**src/rtl/axi_rd_data_sink_if.sv**
```systemverilog
// AXI read-data channel bundle; the sink uses the master modport
// (payload in, rready out).
interface axi_rd_data_channel #(
  parameter int DATA_WIDTH = 32,
  parameter int ID_WIDTH   = 4,
  parameter int USER_WIDTH = 1
);
  logic                  rvalid;
  logic                  rready;
  logic [ID_WIDTH-1:0]   rid;
  logic [DATA_WIDTH-1:0] rdata;
  logic [1:0]            rresp;
  logic                  rlast;
  logic [USER_WIDTH-1:0] ruser;

  modport master (input rvalid, rid, rdata, rresp, rlast, ruser, output rready);
  modport slave  (output rvalid, rid, rdata, rresp, rlast, ruser, input rready);
endinterface

```
**src/rtl/axi_rd_data_sink.sv**
```systemverilog
// R-channel consumer: checks each burst against its command and forwards
// the beats through a fall-through FIFO to a valid/ready stream.
//
// state  | meaning
// IDLE   | waiting for a burst command, rready held low
// ACTIVE | accepting beats until the counted final beat
module axi_rd_data_sink #(
  parameter int DATA_WIDTH   = 32,
  parameter int ID_MAX_WIDTH = 4,
  parameter int LEN_WIDTH    = 8,
  parameter int FIFO_DEPTH   = 8
) (
  input  logic                    clk,
  input  logic                    rst_n,
  input  logic                    cmd_valid,
  output logic                    cmd_ready,
  input  logic [ID_MAX_WIDTH-1:0] cmd_id,
  input  logic [LEN_WIDTH-1:0]    cmd_len,
  axi_rd_data_channel.master      r,
  output logic                    out_valid,
  input  logic                    out_ready,
  output logic [DATA_WIDTH-1:0]   out_data,
  output logic                    out_last,
  output logic [2:0]              err_status,
  input  logic                    err_clr,
  output logic                    busy
);
  localparam int AW = $clog2(FIFO_DEPTH);

  typedef enum logic {IDLE, ACTIVE} state_t;

  state_t                  state, state_nxt;
  logic                    cmd_ready_q;
  logic [ID_MAX_WIDTH-1:0] id_q;
  logic [LEN_WIDTH-1:0]    len_q;
  logic [LEN_WIDTH-1:0]    beat_cnt;
  logic [2:0]              err_q;
  logic [2:0]              err_new;

  logic [DATA_WIDTH:0]     mem [FIFO_DEPTH];
  logic [AW:0]             wr_ptr, rd_ptr;
  logic [DATA_WIDTH:0]     head;
  logic                    full, empty;

  logic                    rready_w;
  logic                    cmd_fire, beat_fire, beat_last, pop;
  logic                    unused_ruser;

  assign unused_ruser = ^r.ruser;

  assign empty = (wr_ptr == rd_ptr);
  assign full  = (wr_ptr[AW] != rd_ptr[AW]) && (wr_ptr[AW-1:0] == rd_ptr[AW-1:0]);

  // rready depends only on registered state, never on out_ready
  assign rready_w  = (state == ACTIVE) && !full;
  assign r.rready  = rready_w;

  assign cmd_fire  = cmd_valid && cmd_ready_q;
  assign beat_fire = r.rvalid && rready_w;
  assign beat_last = (beat_cnt == len_q);
  assign pop       = !empty && out_ready;

  assign err_new = {beat_fire && (r.rlast != beat_last),
                    beat_fire && (r.rresp != 2'b00),
                    beat_fire && (r.rid != id_q)};

  always_comb begin
    state_nxt = state;
    case (state)
      IDLE:    if (cmd_fire) state_nxt = ACTIVE;
      ACTIVE:  if (beat_fire && beat_last) state_nxt = IDLE;
      default: state_nxt = IDLE;
    endcase
  end

  always_ff @(posedge clk) begin
    if (!rst_n) begin
      state       <= IDLE;
      cmd_ready_q <= 1'b0;
      id_q        <= '0;
      len_q       <= '0;
      beat_cnt    <= '0;
      err_q       <= '0;
      wr_ptr      <= '0;
      rd_ptr      <= '0;
    end else begin
      state       <= state_nxt;
      cmd_ready_q <= (state_nxt == IDLE);
      if (cmd_fire) begin
        id_q     <= cmd_id;
        len_q    <= cmd_len;
        beat_cnt <= '0;
      end else if (beat_fire) begin
        beat_cnt <= beat_cnt + LEN_WIDTH'(1);
      end
      // a fresh error in the clear cycle must survive the clear
      err_q <= (err_clr ? 3'b000 : err_q) | err_new;
      if (beat_fire) wr_ptr <= wr_ptr + (AW+1)'(1);
      if (pop)       rd_ptr <= rd_ptr + (AW+1)'(1);
    end
  end

  always_ff @(posedge clk) begin
    if (beat_fire) mem[wr_ptr[AW-1:0]] <= {beat_last, r.rdata};
  end

  assign head       = mem[rd_ptr[AW-1:0]];
  assign out_valid  = !empty;
  assign out_data   = empty ? '0 : head[DATA_WIDTH-1:0];
  assign out_last   = !empty && head[DATA_WIDTH];
  assign cmd_ready  = cmd_ready_q;
  assign err_status = err_q;
  assign busy       = (state == ACTIVE) || !empty;
endmodule

```
**src/flat_wrapper.sv**
```systemverilog
// flat-port wrapper written by rule: the top's interface ports become plain ports
module axi_rd_data_sink_flat 
#(
  parameter int DATA_WIDTH   = 32,
  parameter int ID_MAX_WIDTH = 4,
  parameter int LEN_WIDTH    = 8,
  parameter int FIFO_DEPTH   = 8
)
  (clk, rst_n, cmd_valid, cmd_ready, cmd_id, cmd_len, out_valid, out_ready, out_data, out_last, err_status, err_clr, busy, r_rvalid, r_rid, r_rdata, r_rresp, r_rlast, r_ruser, r_rready);
  axi_rd_data_channel #(.DATA_WIDTH(DATA_WIDTH)) r_i ();
  input  logic clk;
  input  logic rst_n;
  input  logic cmd_valid;
  output logic cmd_ready;
  input  logic [ID_MAX_WIDTH-1:0] cmd_id;
  input  logic [LEN_WIDTH-1:0] cmd_len;
  output logic out_valid;
  input  logic out_ready;
  output logic [DATA_WIDTH-1:0] out_data;
  output logic out_last;
  output logic [2:0] err_status;
  input  logic err_clr;
  output logic busy;
  input wire logic [$bits(r_i.rvalid)-1:0] r_rvalid;
  input wire logic [$bits(r_i.rid)-1:0] r_rid;
  input wire logic [$bits(r_i.rdata)-1:0] r_rdata;
  input wire logic [$bits(r_i.rresp)-1:0] r_rresp;
  input wire logic [$bits(r_i.rlast)-1:0] r_rlast;
  input wire logic [$bits(r_i.ruser)-1:0] r_ruser;
  output wire logic [$bits(r_i.rready)-1:0] r_rready;
  assign r_i.rvalid = r_rvalid;
  assign r_i.rid = r_rid;
  assign r_i.rdata = r_rdata;
  assign r_i.rresp = r_rresp;
  assign r_i.rlast = r_rlast;
  assign r_i.ruser = r_ruser;
  assign r_rready = r_i.rready;
  axi_rd_data_sink #(.DATA_WIDTH(DATA_WIDTH), .ID_MAX_WIDTH(ID_MAX_WIDTH), .LEN_WIDTH(LEN_WIDTH), .FIFO_DEPTH(FIFO_DEPTH)) u_core (.clk(clk), .rst_n(rst_n), .cmd_valid(cmd_valid), .cmd_ready(cmd_ready), .cmd_id(cmd_id), .cmd_len(cmd_len), .r(r_i), .out_valid(out_valid), .out_ready(out_ready), .out_data(out_data), .out_last(out_last), .err_status(err_status), .err_clr(err_clr), .busy(busy));
endmodule
```
**config.mk**
```make
export PLATFORM = sky130hd
export DESIGN_NAME = axi_rd_data_sink_flat
export DESIGN_NICKNAME = d
export VERILOG_FILES = /design/src/rtl/axi_rd_data_sink_if.sv /design/src/rtl/axi_rd_data_sink.sv /design/src/flat_wrapper.sv
export SDC_FILE = /design/constraint.sdc
export NUM_CORES = 1
export LEC_CHECK = 0
export BUFFER_PORTS_ARGS = -buffer_cell sky130_fd_sc_hd__buf_2
export CORE_ASPECT_RATIO = 0.75
export CORE_MARGIN = 10
export CORE_UTILIZATION = 55
export DETAILED_ROUTE_END_ITERATION = 8
export MAX_ROUTING_LAYER = met4
export PLACE_DENSITY_LB_ADDON = 0.3
export SLEW_MARGIN = 20
export SYNTH_ARGS = -nofsm -noshare
export SYNTH_HDL_FRONTEND = slang
export SYNTH_SLANG_ARGS = --single-unit
```
**constraint.sdc**
```tcl
create_clock -name clk -period 5.8 [get_ports clk]
set_input_delay 1.74 -clock clk [delete_from_list [all_inputs] [get_ports clk]]
set_output_delay 1.74 -clock clk [all_outputs]
set_load 0.05 [all_outputs]
```
Yosys cells after proc, flatten, opt, wreduce, memory -nomap -nowiden
Memory sizes are Yosys's and may differ from the RTL's. A register that Yosys moved wholly into a read port is not among the register bits.
Index checks and enable logic that the tools add are counted.
{"block": "word_totals", "output_inout_bits": 40, "memories": 1, "wordCells": 46, "register_bits": 33, "input_bits": 58, "ramBits": 264}
{"block": "op_classes", "n_reduce_logical": 15, "n_bitwise": 4, "eq_ne": 6, "addsub": 3, "muxes": 9}
{"memory": "u_core.mem", "depth": 8, "width": 33, "read_ports": 1, "rd_ports_with_merged_regs": 1, "write_ports": 1, "line_no": "axi_rd_data_sink.sv:40", "rtl": "logic [DATA_WIDTH:0] mem [FIFO_DEPTH];"}
{"cell": "two-way mux 32 bit", "n": 1}
{"cell": "logical AND 1 bit", "n": 10}
{"cell": "two-way mux 3 bit", "n": 3}
{"cell": "adder 4 x 1 -> 4 bit (second input constant)", "n": 2}
{"cell": "adder 8 x 1 -> 8 bit (second input constant)", "n": 1}
{"cell": "equality test 8 bit", "n": 1}
{"cell": "equality test 4 bit", "n": 1}
{"cell": "two-way mux 1 bit", "n": 4}
{"cell": "inequality test 4 bit", "n": 1}
{"cell": "equality test 3 bit", "n": 1}
{"cell": "NOT 1 bit", "n": 3}
{"cell": "OR 3 bit", "n": 1}
{"cell": "zero test 1 bit", "n": 2}
{"cell": "inequality test 1 bit", "n": 2}
{"cell": "one-hot mux 1 bit (2 select lines)", "n": 1}
{"cell": "nonzero test 2 bit", "n": 1}
{"cell": "OR reduction 2 bit", "n": 1}
{"cell": "logical OR 1 bit", "n": 1}

Longest topological paths before layout
Gate-level depths: netlist of run 1.
{"block": "depth", "word_depth": 9, "mapped_depth": 6, "mapped_depth_nobuf": 4}

Worst setup path before layout of run 1
Ideal clock, no wire load.
{"block": "synth_timing", "kind": "input to register", "startpoint": "input port r_rvalid", "endpoint": "memory u_core.mem[2][0] in the netlist's numbering (enable)", "arrival_time_ps": 4610, "setup_ps": 464, "slack_ps": 725, "n_path_buf": 1, "cell_stages": 5, "required_ps": 5336, "cell_sequence": "and2_1 > o41a_1 > buf_2 > nand2_1 > nor3_1"}
{"block": "synth_between", "elab_chain_len": 3}
{"element": "start: declaration", "line_no": "flat_wrapper.sv:24", "rtl": "input wire logic [$bits(r_i.rvalid)-1:0] r_rvalid;"}
{"element": "logical AND 1 bit", "line_no": "axi_rd_data_sink.sv:59", "rtl": "assign beat_fire = r.rvalid && rready_w;"}
{"element": "two-way mux 1 bit", "line_no": "axi_rd_data_sink.sv:104", "rtl": "if (beat_fire) mem[wr_ptr[AW-1:0]] <= {beat_last, r.rdata};"}
{"element": "two-way mux 1 bit (not written as such)", "line_no": "axi_rd_data_sink.sv:104"}
{"element": "end: declaration", "line_no": "axi_rd_data_sink.sv:40"}
No other way between the ends.

==> impl_metrics.json, run 1 <==
{
  "p_leak_nw": 4.41,
  "viasPerCell": 5.70,
  "h-tree-depth": 1,
  "finalNetCount": 791,
  "cp_max_fo": 37,
  "synthTopCellsByCount": "edfxtp_1 (264), mux4_2 (66), nor2_1 (46), nand2_1 (37), dfxtp_1 (36)",
  "tns_ns": 0,
  "cts_setup_buffers": 0,
  "overflow": 0,
  "cts_hold_buf": 0,
  "drtIter0Drc": 401,
  "antenna_found_initial": 2,
  "multiInputGateArea_um2": 2960,
  "synthCells": 622,
  "fp-row-count": 46,
  "drive_above_1_share": 0.313,
  "die_w_um": 188,
  "die_y_um": 146,
  "min_path_type": "reg2reg",
  "drv_slew": 0,
  "crit_type": "reg2out",
  "ant_nets": 0,
  "dp_hpwl_um": 13400,
  "synth_nets": 683,
  "yosysWarnings": 0,
  "ioPinCount": 98,
  "wl_per_cell_um": 22.0,
  "layout_min_cycle_time_ns": 4.53,
  "cts_resized": 0,
  "setup_viol": 0,
  "routed_wl_um": 22900,
  "synth_top_area_frac": 0.677,
  "ys_ff_latch": 300,
  "async_reset_ff_frac": 0,
  "slowest_stage": "dfxtp_4",
  "grt_start_max_net_pins": 67,
  "cts_buffers": 29,
  "grt_pass1_wl_um": 36000,
  "clk_latency_ns": 0.53,
  "gp_congestion": 0.777,
  "end_kind": "primary output",
  "detail_route.first_pass.iterations": 4,
  "grt_util_all_layers": 0.171,
  "yosysMostFrequentCell": "edfxtp_1",
  "synth_edf_count": 264,
  "clockRootBuffer": "clkbuf_16",
  "rsz0062_at_grt": "false",
  "yosys.area.top_type": "edfxtp_1",
  "p_per_area_nw_per_um2": 346,
  "peakVddDrop_uv": 228,
  "portBuffers": 96,
  "status": "complete, no violations",
  "start_util": 0.557,
  "finalCritPeriodShare": 0.782,
  "cts.clk_slew.worst_paths_ns": 0.06,
  "max-slew-margin-rel": 0.321,
  "timing_hold_violations_final": 0,
  "critPathMaxStageDelay_ns": 0.85,
  "netlist_area_um2": 11700,
  "ys_types": 38,
  "ys.flop_type": "edfxtp_1",
  "drv_cap": 0,
  "dieArea_um2": 27600,
  "cp-start-kind": "register",
  "crit_arrival_ns": 2.79,
  "finalClockSkew_ns": 0.0135,
  "vias": 5943,
  "ys_top_cells_by_area": "edfxtp_1 (68%), mux4_2 (13%), dfxtp_1 (6.2%)",
  "worst_pin_slew_ns": 1.02,
  "drc_errors": 0,
  "utilization": 0.647,
  "avgSynthCellArea_um2": 18.8,
  "fmax_mhz": 221,
  "grt_pass1_vias": 6316,
  "synthToLayoutAreaGrowth_pct": 16.1,
  "clock_path_buffers": 3,
  "core_area_um2": 21000,
  "cts_tree": "yes",
  "num-fill-cells": 1412,
  "clock_sinks": 300,
  "path_cells": "buf_12 -> mux4_2 -> mux2i_1 -> nor2_1 -> buf_2",
  "ff_latch_area_um2": 8660,
  "synth-seq-area-share": 0.739,
  "cp_data_required_time_ns": 4.06
}
[per-layer routing]
| layer | GRT usage | part of all wire | up-vias |
|---|---|---|---|
| li1 | - | - | 2684 |
| met1 | 0.216 | 0.43 | 3081 |
| met2 | 0.283 | 0.50 | 145 |
| met3 | 0.0331 | 0.053 | 33 |
| met4 | 0.0364 | 0.016 | 0 |
| met5 | - | 0 | - |
[where the power goes]
part / switching, mW / internal, mW
clock: 0.762 / 1.18
combinational: 0.234 / 0.128
sequential: 0.0278 / 2.37
[metrics by stage]
step           instance area [um2]  hold WS [ns]  setup WS [ns]  power (mW)  instances
4_1_cts                      13600         0.479           1.16        4.74       1040
2_1_floorplan                11700         0.448          0.725        2.70        622
3_3_place_gp                 12600         0.456           1.65        2.80        987
5_1_grt                      13600         0.494           1.04        4.86       1042
3_5_place_dp                 12600         0.468           1.59        2.81        987
6_report                     13600         0.480           1.27        4.70       1043
[placed cells by master (no fill, tap or decap), drive strengths merged, types with 6 or more instances in the layout]
cell type	instances
edfxtp	264
buf	107
mux4	66
nor2	46
nand2	37
dfxtp	36
mux2i	35
clkbuf	33
a21oi	24
xnor2	11
xor2	9
clkinv	9
inv	8
nand2b	7
or3	7
o21ai	7
bufinv	6
[worst max-delay path, delay by kind of cell (launching register included)]
family,cells,cell delay (ns)
DFF,1,0.85
muxes,2,0.70
and+or+nand+nor,1,0.09
buffers and inverters,2,0.58
[area by class of cell]
cell class,instances,area share
Sequential cell,300,0.637
Multi-Input combinational cell,285,0.218
Clock buffer,33,0.0545
Timing Repair Buffer,107,0.0424
Tap cell,288,0.0265
Clock inverter,20,0.0190
Inverter,7,0.00193
Antenna cell,3,0.000553
[worst paths after layout]
path                                    endpoint  depth (start not counted)        startpoint  slack (ns)
worst max-delay path                out_data[26]                          5          register        1.27
worst min-delay path             u_core.len_q[6]                          2   u_core.len_q[6]        0.48
worst max register to register  u_core.mem[6][3]                          5  u_core.wr_ptr[0]        2.65
worst min register to register   u_core.len_q[6]                          2   u_core.len_q[6]        0.48
[cell families after synthesis]
| group | after synthesis | synth area share |
|---|---|---|
| AOI/OAI and AO/OA | 41 | 0.0238 |
| muxes | 101 | 0.157 |
| adders and majority gates | 3 | 0.00321 |
| buffers and inverters | 37 | 0.0138 |
| xor gates and xnor gates | 20 | 0.0169 |
| DFF | 300 | 0.739 |
| and+or+nand+nor | 120 | 0.0463 |
[flip-flops by register name (all words and copies together) (netlist names), named ones only]
name	flops
u_core.state	1
u_core.err_status	3
u_core.id_q	4
u_core.wr_ptr	4
u_core.cmd_ready	1
u_core.beat_cnt	8
u_core.len_q	8
u_core.mem	264
u_core.rd_ptr	4
Note: power is estimated with default switching activity, not from simulation.
==> run 2: changes to the inputs <==
==> constraint.sdc (replaced) <==
create_clock -name clk -period 4.2 [get_ports clk]
set_input_delay 1.26 -clock clk [delete_from_list [all_inputs] [get_ports clk]]
set_output_delay 1.26 -clock clk [all_outputs]
set_load 0.05 [all_outputs]
==> impl_metrics.json, run 2 (synthesized netlist as in run 1, its figures left out) <==
{
  "status": "complete, no violations",
  "gp_congestion": 0.786,
  "p_leak_nw": 4.44,
  "drtIter0Drc": 368,
  "drive_above_1_share": 0.318,
  "end_kind": "primary output",
  "dpl_cell_area_um2": 12800,
  "cp_max_fo": 28,
  "cts_tree": "yes",
  "antenna_found_initial": 2,
  "route.met3.wl_um": 1360,
  "fmax_mhz": 259,
  "clockRootBuffer": "clkbuf_16",
  "dieArea_um2": 27600,
  "grt_pass1_vias": 6249,
  "crit_type": "reg2out",
  "holdWs_ns": 0.468,
  "cp_data_required_time_ns": 2.94,
  "cts.clk_slew.worst_paths_ns": 0.06,
  "clk_latency_ns": 0.54,
  "seqPwrFrac": 0.528,
  "grt_util_all_layers": 0.170,
  "ioPinCount": 98,
  "drv_slew": 0,
  "largest_reg_flops": 264,
  "die_w_um": 188,
  "cp-endpoint": "out_data[31]",
  "core_area_um2": 21000,
  "finalPower_mw": 6.25,
  "highest_layer": "met4",
  "tns_ns": 0,
  "swShare": 0.219,
  "p_per_area_nw_per_um2": 458,
  "route.met2.wl_um": 11500,
  "layout_commonest_cell": "edfxtp_1",
  "drv_cap": 0,
  "die_y_um": 146,
  "cts_setup_buffers": 0,
  "cp-start-kind": "register",
  "overflow": 0,
  "h-tree-depth": 1,
  "clock_path_buffers": 3,
  "dp_hpwl_um": 13900,
  "drc_errors": 0,
  "p_sw_mw": 1.37,
  "portBuffers": 96,
  "finalClockSkew_ns": 0.00739,
  "start_util": 0.557,
  "crit_arrival_ns": 2.60,
  "routed_wl_um": 23000,
  "synthToLayoutAreaGrowth_pct": 16.6,
  "cellInternalPower_mw": 4.88,
  "peakVddDrop_uv": 386,
  "reg2reg_slack_ns": 1.42,
  "comb_power_share": 0.084,
  "cts_hold_buf": 0,
  "crit_start": "u_core.wr_ptr[0]",
  "cts_buffers": 29,
  "min_path_type": "reg2reg",
  "vias": 5934,
  "clkPwrFrac": 0.388,
  "detail_route.first_pass.iterations": 5,
  "viasPerCell": 5.67,
  "setup_viol": 0,
  "ant_nets": 0,
  "cts_resized": 0,
  "grt_start_max_net_pins": 36,
  "final_area_um2": 13600,
  "finalCritPeriodShare": 0.918,
  "r2r-start": "u_core.wr_ptr[0]",
  "fp-row-count": 46,
  "rsz0062_at_grt": "false",
  "worst_pin_slew_ns": 0.827,
  "layout_common_cells": "edfxtp_1 (264), buf_2 (96), mux4_2 (66), nor2_1 (40), nand2_1 (37)",
  "layout_min_cycle_time_ns": 3.86,
  "wl_met1_um": 9790,
  "finalNetCount": 802,
  "wl_per_cell_um": 22.0,
  "rr_worst_depth": 6,
  "max-slew-margin-rel": 0.447,
  "timing_hold_violations_final": 0,
  "clock_sinks": 300,
  "r2r_end": "u_core.mem[2][10]",
  "grt_pass1_wl_um": 35800
}
[run 2: cell types whose count changed in the layout (fill, tap and decap cells not counted), sizes merged, moves of 4 or more]
cell	change
buf	+11
bufinv	-4
clkbuf	+4
clkinvlp	-4
[run 2: worst max-delay path, stage by stage, from the launching register on]
cell and delay [ns]:
dfxtp_1 0.60, xor2_2 0.44, nor4_4 0.08, buf_4 0.30
nor2_1 0.30, buf_2 0.33
[run 2: metrics by stage]
stage	cells	util	setup WS, ns
finish	1047	0.650	0.342
global route	1047	0.650	0.274
detailed placement	998	0.607	0.908
floorplan	622	-	0.489
global placement	998	0.607	0.963
CTS	1045	0.649	0.375
[run 2: worst min-delay path by stage]
stage                               from              endpoint  slack, ns  cells after the start
global placement    u_core.err_status[1]  u_core.err_status[1]       0.46                      2
CTS                 u_core.err_status[1]  u_core.err_status[1]       0.47                      2
detailed placement  u_core.err_status[1]  u_core.err_status[1]       0.46                      2
floorplan                 u_core.id_q[0]        u_core.id_q[0]       0.45                      2
global route        u_core.err_status[1]  u_core.err_status[1]       0.48                      2
finish              u_core.err_status[1]  u_core.err_status[1]       0.47                      2
[run 2: area by class of cell]
type / instances / area [um2]
Timing Repair Buffer: 118 / 746
Inverter: 7 / 26.3
Multi-Input combinational cell: 285 / 2970
Antenna cell: 2 / 5.00
Fill cell: 1438 / 7360
Sequential cell: 300 / 8660
Clock buffer: 37 / 786
Clock inverter: 10 / 96.3
Tap cell: 288 / 360
[run 2: power groups by stage]
stage / Combinational, mW / Clock [mW] / Sequential (mW)
after CTS: 0.531 / 2.47 / 3.30
after detailed placement: 0.529 / 0 / 3.36
after global placement: 0.515 / 0 / 3.36
final: 0.523 / 2.42 / 3.30
after floorplan: 0.370 / 0 / 3.35
after global routing: 0.563 / 2.59 / 3.30
[run 2: per-layer routing]
layer | global-route usage | vias to the layer above
met1 | 0.211 | 3026
met3 | 0.0388 | 48
met4 | 0.0412 | 0
met5 | - | -
li1 | - | 2698
met2 | 0.281 | 162
